**src/rtl/sensor_init_seq_pkg.sv**
```systemverilog
// Shared types and default build constants for the sensor bring-up sequencer.
// Init-table entries are {reg_addr[15:0], data[7:0]}; reg_addr 16'hFFFF marks a delay entry.
package sensor_init_seq_pkg;

  localparam logic [6:0]  I2C_SLAVE_ADDR     = 7'h36;
  localparam int          NUM_REGISTERS      = 4;
  localparam int          NUM_CLK_FOR_1HZ    = 50_000_000;
  localparam int          NUM_CLK_FOR_400KHZ = 125;
  localparam int          DEF_MAX_RETRY      = 3;
  localparam logic [15:0] I2C_DELAY_TAG      = 16'hFFFF;

  // Entry 0 sits in the least significant 24 bits.
  localparam logic [NUM_REGISTERS*24-1:0] I2C_INIT_TABLE =
    {24'h4000AB, 24'hFFFF05, 24'h010001, 24'h301234};

  typedef struct packed {
    logic [15:0] reg_addr;
    logic [7:0]  data;
  } init_entry_t;

  typedef enum logic [1:0] {
    BYTE_DEV = 2'd0,
    BYTE_AHI = 2'd1,
    BYTE_ALO = 2'd2,
    BYTE_DAT = 2'd3
  } byte_sel_t;

  function automatic logic [7:0] entry_byte(input byte_sel_t   sel,
                                            input init_entry_t e,
                                            input logic [6:0]  slave);
    logic [7:0] b;
    b = {slave, 1'b0};
    case (sel)
      BYTE_AHI: b = e.reg_addr[15:8];
      BYTE_ALO: b = e.reg_addr[7:0];
      BYTE_DAT: b = e.data;
      default:  b = {slave, 1'b0};
    endcase
    return b;
  endfunction

endpackage

```
**src/rtl/sensor_init_seq_rom.sv**
```systemverilog
// Synchronous-read init-table ROM; data appears one clock after addr.
// Contents come from the TABLE parameter, entry i at bits [i*24 +: 24].
module sensor_init_seq_rom
  import sensor_init_seq_pkg::*;
#(
  parameter int                  DEPTH = 1,
  parameter int                  AW    = 1,
  parameter logic [DEPTH*24-1:0] TABLE = '0
) (
  input  logic          clk,
  input  logic [AW-1:0] addr,
  output init_entry_t   data
);

  always_ff @(posedge clk) begin
    if (int'(addr) < DEPTH) data <= TABLE[int'(addr)*24 +: 24];
    else                    data <= '0;
  end

endmodule

```
**src/rtl/sensor_init_seq.sv**
```systemverilog
// Walks the init table and writes each register over I2C (DEV, AHI, ALO, DAT), with NACK abort/retry.
// Command outputs are registered and held stable while ready is low; each byte waits for its response.
module sensor_init_seq
  import sensor_init_seq_pkg::*;
#(
  parameter logic [6:0]              SLAVE_ADDR = I2C_SLAVE_ADDR,
  parameter int                      NUM_ENTRY  = NUM_REGISTERS,
  parameter logic [NUM_ENTRY*24-1:0] INIT_TABLE = I2C_INIT_TABLE,
  parameter int                      PWRUP_CLKS = NUM_CLK_FOR_1HZ,
  parameter int                      DLY_UNIT   = NUM_CLK_FOR_400KHZ,
  parameter int                      MAX_RETRY  = DEF_MAX_RETRY,
  localparam int                     IDX_W      = (NUM_ENTRY > 1) ? $clog2(NUM_ENTRY) : 1
) (
  input  logic             clk,
  input  logic             areset_n,
  input  logic             start,
  output logic             i2c_cmd_valid,
  input  logic             i2c_cmd_ready,
  output logic             i2c_cmd_start,
  output logic             i2c_cmd_stop,
  output logic [7:0]       i2c_cmd_byte,
  input  logic             i2c_rsp_valid,
  input  logic             i2c_rsp_nack,
  output logic             busy,
  output logic             done,
  output logic             error,
  output logic [IDX_W-1:0] err_idx
);

  localparam int CNT_MAX = (PWRUP_CLKS > 255*DLY_UNIT) ? PWRUP_CLKS : 255*DLY_UNIT;
  localparam int CNT_W   = $clog2(CNT_MAX + 1);
  localparam int RT_W    = (MAX_RETRY > 0) ? $clog2(MAX_RETRY + 1) : 1;

  typedef enum logic [3:0] {
    S_IDLE, S_PWRUP, S_FETCH, S_CMD, S_WAIT_RSP, S_ABORT, S_ABORT_RSP,
    S_DLY, S_NEXT, S_DONE, S_ERROR
  } state_t;

  state_t          state, state_d;
  byte_sel_t       sel, sel_d;
  logic [IDX_W-1:0] idx, idx_d, err_idx_d;
  logic [RT_W-1:0]  retry, retry_d;
  logic [CNT_W-1:0] cnt, cnt_d;
  logic             cmd_valid_d, cmd_start_d, cmd_stop_d, done_d, error_d;
  logic [7:0]       cmd_byte_d;
  logic             xfer, load_cmd;
  byte_sel_t        load_sel;
  init_entry_t      rom_q;

  // ROM is addressed with the next index so the entry is already valid during FETCH.
  sensor_init_seq_rom #(.DEPTH(NUM_ENTRY), .AW(IDX_W), .TABLE(INIT_TABLE)) u_rom (
    .clk  (clk),
    .addr (idx_d),
    .data (rom_q)
  );

  assign xfer = i2c_cmd_valid & i2c_cmd_ready;
  assign busy = (state != S_IDLE);

  always_comb begin
    state_d     = state;
    sel_d       = sel;
    idx_d       = idx;
    retry_d     = retry;
    cnt_d       = cnt;
    cmd_valid_d = i2c_cmd_valid;
    cmd_start_d = i2c_cmd_start;
    cmd_stop_d  = i2c_cmd_stop;
    cmd_byte_d  = i2c_cmd_byte;
    done_d      = done;
    error_d     = error;
    err_idx_d   = err_idx;
    load_cmd    = 1'b0;
    load_sel    = BYTE_DEV;

    case (state)
      S_IDLE: if (start) begin
        done_d  = 1'b0;
        error_d = 1'b0;
        idx_d   = '0;
        retry_d = '0;
        cnt_d   = CNT_W'(PWRUP_CLKS);
        state_d = S_PWRUP;
      end
      S_PWRUP: begin
        if (cnt == '0) state_d = S_FETCH;
        else           cnt_d   = cnt - 1'b1;
      end
      S_FETCH: begin
        retry_d = '0;
        if (rom_q.reg_addr == I2C_DELAY_TAG) begin
          cnt_d   = CNT_W'(32'(rom_q.data) * DLY_UNIT);
          state_d = S_DLY;
        end else begin
          load_cmd = 1'b1;
        end
      end
      S_CMD: if (xfer) begin
        cmd_valid_d = 1'b0;
        state_d     = S_WAIT_RSP;
      end
      S_WAIT_RSP: if (i2c_rsp_valid) begin
        if (i2c_rsp_nack) begin
          cmd_valid_d = 1'b1;
          cmd_start_d = 1'b0;
          cmd_stop_d  = 1'b1;
          cmd_byte_d  = 8'hFF;
          state_d     = S_ABORT;
        end else if (sel == BYTE_DAT) begin
          state_d = S_NEXT;
        end else begin
          load_cmd = 1'b1;
          load_sel = byte_sel_t'(sel + 2'd1);
        end
      end
      S_ABORT: if (xfer) begin
        cmd_valid_d = 1'b0;
        state_d     = S_ABORT_RSP;
      end
      // Response to the abort STOP is consumed but its ACK/NACK is irrelevant.
      S_ABORT_RSP: if (i2c_rsp_valid) begin
        if (retry < RT_W'(MAX_RETRY)) begin
          retry_d  = retry + 1'b1;
          load_cmd = 1'b1;
        end else begin
          state_d = S_ERROR;
        end
      end
      S_DLY: begin
        if (cnt == '0) state_d = S_NEXT;
        else           cnt_d   = cnt - 1'b1;
      end
      S_NEXT: begin
        if (idx == IDX_W'(NUM_ENTRY - 1)) begin
          state_d = S_DONE;
        end else begin
          idx_d   = idx + 1'b1;
          state_d = S_FETCH;
        end
      end
      S_DONE: begin
        done_d  = 1'b1;
        state_d = S_IDLE;
      end
      S_ERROR: begin
        error_d   = 1'b1;
        err_idx_d = idx;
        state_d   = S_IDLE;
      end
      default: state_d = S_IDLE;
    endcase

    if (load_cmd) begin
      sel_d       = load_sel;
      cmd_valid_d = 1'b1;
      cmd_start_d = (load_sel == BYTE_DEV);
      cmd_stop_d  = (load_sel == BYTE_DAT);
      cmd_byte_d  = entry_byte(load_sel, rom_q, SLAVE_ADDR);
      state_d     = S_CMD;
    end
  end

  always_ff @(posedge clk or negedge areset_n) begin
    if (!areset_n) begin
      state         <= S_IDLE;
      sel           <= BYTE_DEV;
      idx           <= '0;
      retry         <= '0;
      cnt           <= '0;
      i2c_cmd_valid <= 1'b0;
      i2c_cmd_start <= 1'b0;
      i2c_cmd_stop  <= 1'b0;
      i2c_cmd_byte  <= '0;
      done          <= 1'b0;
      error         <= 1'b0;
      err_idx       <= '0;
    end else begin
      state         <= state_d;
      sel           <= sel_d;
      idx           <= idx_d;
      retry         <= retry_d;
      cnt           <= cnt_d;
      i2c_cmd_valid <= cmd_valid_d;
      i2c_cmd_start <= cmd_start_d;
      i2c_cmd_stop  <= cmd_stop_d;
      i2c_cmd_byte  <= cmd_byte_d;
      done          <= done_d;
      error         <= error_d;
      err_idx       <= err_idx_d;
    end
  end

endmodule

```
**config.mk**
```make
export PLATFORM = sky130hd
export DESIGN_NAME = sensor_init_seq
export DESIGN_NICKNAME = d
export VERILOG_FILES = /design/src/rtl/sensor_init_seq_pkg.sv /design/src/rtl/sensor_init_seq_rom.sv /design/src/rtl/sensor_init_seq.sv
export SDC_FILE = /design/constraint.sdc
export NUM_CORES = 1
export LEC_CHECK = 0
export ABC_AREA = 1
export BUFFER_PORTS_ARGS = -buffer_cell sky130_fd_sc_hd__buf_2
export CAP_MARGIN = 20
export CORE_AREA = 10 10 108 100
export CTS_CLUSTER_SIZE = 25
export DETAILED_ROUTE_END_ITERATION = 7
export DIE_AREA = 0 0 118 110
export PLACE_DENSITY_LB_ADDON = 0.12
export SYNTH_ARGS = -nofsm -noshare
export SYNTH_HDL_FRONTEND = slang
export SYNTH_SLANG_ARGS = --single-unit
```
**constraint.sdc**
```tcl
create_clock -name clk -period 4.9 [get_ports clk]
set_input_delay 0.245 -clock clk [delete_from_list [all_inputs] [get_ports clk]]
set_output_delay 0.245 -clock clk [all_outputs]
set_load 0.005 [all_outputs]
```
==> results.txt <==
The flow ran to the end, and the final reports show no timing, DRC or antenna violations. The die span in x was 118 um; the area of the mapped netlist was 4810 sq um. Global routing used 18.6% of the available tracks. The post-route netlist has 12.8% of its cells at a drive strength greater than 1.

TritonCTS built the clock tree. STA puts the critical path data arrival time at 4.39 ns. In this run the clock root is driven by a sky130_fd_sc_hd__clkbuf_8.

The worst setup path is of the register to register kind. The number of global-route vias before repair is 4218, and the last weighted congestion value of the routability-driven placer is 0.889. The cell count after synthesis came out at 661. The tool flagged a number of max-cap violations equal to 0. In the final routed layout, each cell accounts on average for 14.3 um.

Fill cells in the final layout number 815. The logs give 0 for the number of design rule violations left after detail routing and 9 for the total CTS buffers. The number of enable-type register cells in the synthesized netlist was 0; the flip-flop and latch count after synthesis was 59.

The residual antenna-violating net count after detailed routing was 0. Summing over every cut layer, the via total after detailed routing is 4359. The final critical path takes up 84.6% of the cycle.

The run gives 0 ns as the final-layout setup total negative slack. The total area of multi-input combinational cells is 2960 sq um. The worst hold path begins at i2c_rsp_valid. Before antenna repair, the detailed router went through 5 iterations. The post-placement worst setup slack came out at 0.786 ns.

Setup repair after global routing left no endpoint under its margin. The area overhead of the layout relative to synthesis was 8.95%. Total half-perimeter wirelength after legalization and detailed placement: 8990 um.

Count of instances resized after the clock tree is built: 0. The library cells used most frequently in the layout, excluding fill and tap cells, are 166 x sky130_fd_sc_hd__nand2_1, 81 x sky130_fd_sc_hd__inv_1, 75 x sky130_fd_sc_hd__nor2_1, 51 x sky130_fd_sc_hd__dfrtp_1, 49 x sky130_fd_sc_hd__nand3_1. The tools report the critical path launch point as u_rom.data[21]. The effective utilization at floorplan was 56.7%. The clock insertion delay at the later pin of the skew report was 0.35 ns; the number of nets at the end of the flow was 751.

The tightest min-delay check is of the input pin to register type. Clock-pin slew was measured on the worst setup and hold paths at 0.07 ns. The Yosys step of the flow raised 0 warnings.

For the worst slew margin relative to its limit, the log shows 53.6%. The final number of hold-violating endpoints is 0. The logs give 0 for the initial antenna violation count and 0.0128 ns for the largest clock skew in the final design. The clock sink total came out at 59. After synthesis, flip-flops and latches occupy 29.9% of the total area. The floorplan row count is 32. The average vias per placed instance came out at 5.36.

The die covers 13000 sq um. The count of routing violations after the opening detailed-route iteration is 329, and the async set-or-reset flop fraction in the synthesized netlist is 86.4%. The port buffer count works out to 21. Across the whole layout, storage elements account for 1440 sq um. The minimum setup slack in the final design came out at 0.756 ns. Data on the critical path is required at its endpoint by 5.14 ns. Y dimension of the die: 110 um.

Launching point of the worst reg2reg path: u_rom.data[21]. For this run the aggregate overflow at the end of global routing stands at 0. The clock period could shrink to 4.14 ns. Setup violations remaining at the end of the flow were counted as 0. A synthesized cell averages 7.28 sq um.

In this run the count of I/O pins placed on the die edge is 22. The first global-routing pass estimated 20100 um of wire. The number of nets in the synthesized netlist is 722. In this run the worst path has a maximum fanout of 10.

The run gives 45 as the number of different library cells in the post-synthesis netlist. Entering global routing, the biggest net connects 34 pins. The hold buffer count at cts is 1, and the depth of the CTS H-tree is 3.

The tools report the final max-slew violation count as 0. STA classifies the critical path endpoint as a register. 0 antenna diodes ended up in the layout. The placeable core region is 8490 sq um.

The leading register cell type out of synthesis is sky130_fd_sc_hd__dfrtp_1. The most common cell after layout, fill and taps aside is sky130_fd_sc_hd__nand2_1. STA classifies the critical path startpoint as a register. Maximum root-to-sink buffer count: 2. The timing-limited maximum frequency came out at 241 MHz. Slew at the pin closest to its max-slew limit: 0.694 ns. After detailed routing, the total wire length is 11600 um. The tools report the buffer count from post-CTS setup fixing as 0.
-- per-layer routing --
layer / up-vias / wire (um) / track usage (%)
met1: 2018 / 5580 / 24.5
met4: 0 / 154 / 5.11
met2: 119 / 5250 / 30.4
met5: - / 0 / 0
met3: 18 / 620 / 4.58
li1: 2204 / - / -
-- state kept, by name, indices dropped and copies added, names as in the netlist --
name and cells:
i2c_cmd_stop 1, error 1, i2c_cmd_valid 1, state 4, done 1, sel 2
idx 2, retry 2, err_idx 2, i2c_cmd_start 1, i2c_cmd_byte 8, u_rom.data 8
cnt 26
-- through the flow --
| step | util, % | hold slack (ns) | cell area, sq um | std cells |
|---|---|---|---|---|
| floorplan | - | -0.0506 | 4810 | 661 |
| global placement | 59.1 | 0.208 | 5020 | 797 |
| detailed placement | 59.1 | 0.212 | 5020 | 797 |
| CTS | 61.7 | 0.231 | 5240 | 814 |
| global route | 61.7 | 0.263 | 5240 | 814 |
| finish | 61.7 | 0.238 | 5240 | 814 |
-- area by class of cell --
cell class,count,area share [%]
Clock buffer,11,2.89
Clock inverter,5,1.17
Inverter,91,6.66
Multi-Input combinational cell,505,56.6
Sequential cell,59,27.4
Tap cell,119,2.84
Timing Repair Buffer,24,2.48
-- cells in the mapped netlist, drive strengths merged, types with 2 or more instances --
cell type	count	share of area [%]
o31ai	2	0.31
fa	12	5.0
o22ai	2	0.26
inv	90	7.2
ha	43	11
or2	3	0.39
a21oi	35	4.3
dfrtp	51	27
nand4	12	1.7
o211ai	3	0.47
nor4	2	0.26
dfxtp	8	3.3
o21bai	3	0.47
a31oi	2	0.26
nand3	49	5.1
buf	6	1.3
xor2	9	1.6
o21ai	49	5.9
nor2	92	8.4
nor3	6	0.62
nand2	173	14
-- cell families after synthesis --
| logic type | Yosys count | share of synthesized area [%] |
|---|---|---|
| adder cells (fa/ha/maj) | 55 | 16.2 |
| AO/OA/AOI/OAI | 101 | 12.8 |
| flip-flops | 59 | 29.9 |
| buffers and inverters | 97 | 8.53 |
| XOR/XNOR | 10 | 1.82 |
| AND/OR/NAND/NOR | 339 | 30.8 |
-- critical path, stage by stage (launching register included) --
cell	delay, ns
sky130_fd_sc_hd__dfxtp_1	0.56
sky130_fd_sc_hd__inv_1	0.18
sky130_fd_sc_hd__ha_1	0.36
sky130_fd_sc_hd__xor2_1	0.21
sky130_fd_sc_hd__fa_1	0.47
sky130_fd_sc_hd__fa_1	0.51
sky130_fd_sc_hd__inv_1	0.05
sky130_fd_sc_hd__fa_1	0.45
sky130_fd_sc_hd__ha_1	0.38
sky130_fd_sc_hd__a21oi_1	0.29
sky130_fd_sc_hd__o21ai_0	0.14
sky130_fd_sc_hd__nand3b_1	0.18
sky130_fd_sc_hd__nand3_1	0.08
sky130_fd_sc_hd__o21ai_0	0.08
sky130_fd_sc_hd__nand2_1	0.06
sky130_fd_sc_hd__nand2_1	0.04
-- path summary, 6_finish.rpt --
check | end | cells past startpoint | slack (ns)
max in group asynchronous | i2c_cmd_byte[4] | 3 | 3.73
max reg2reg | cnt[10] | 15 | 0.76
min in group asynchronous | cnt[6] | 2 | 0.36
min | i2c_cmd_valid | 3 | 0.24
min reg2reg | i2c_cmd_byte[7] | 2 | 0.48
max | cnt[10] | 15 | 0.76
Power is left out: the tool's default activity adds up to more than one toggle a clock period on the data nets, which glitch-free logic cannot reach.
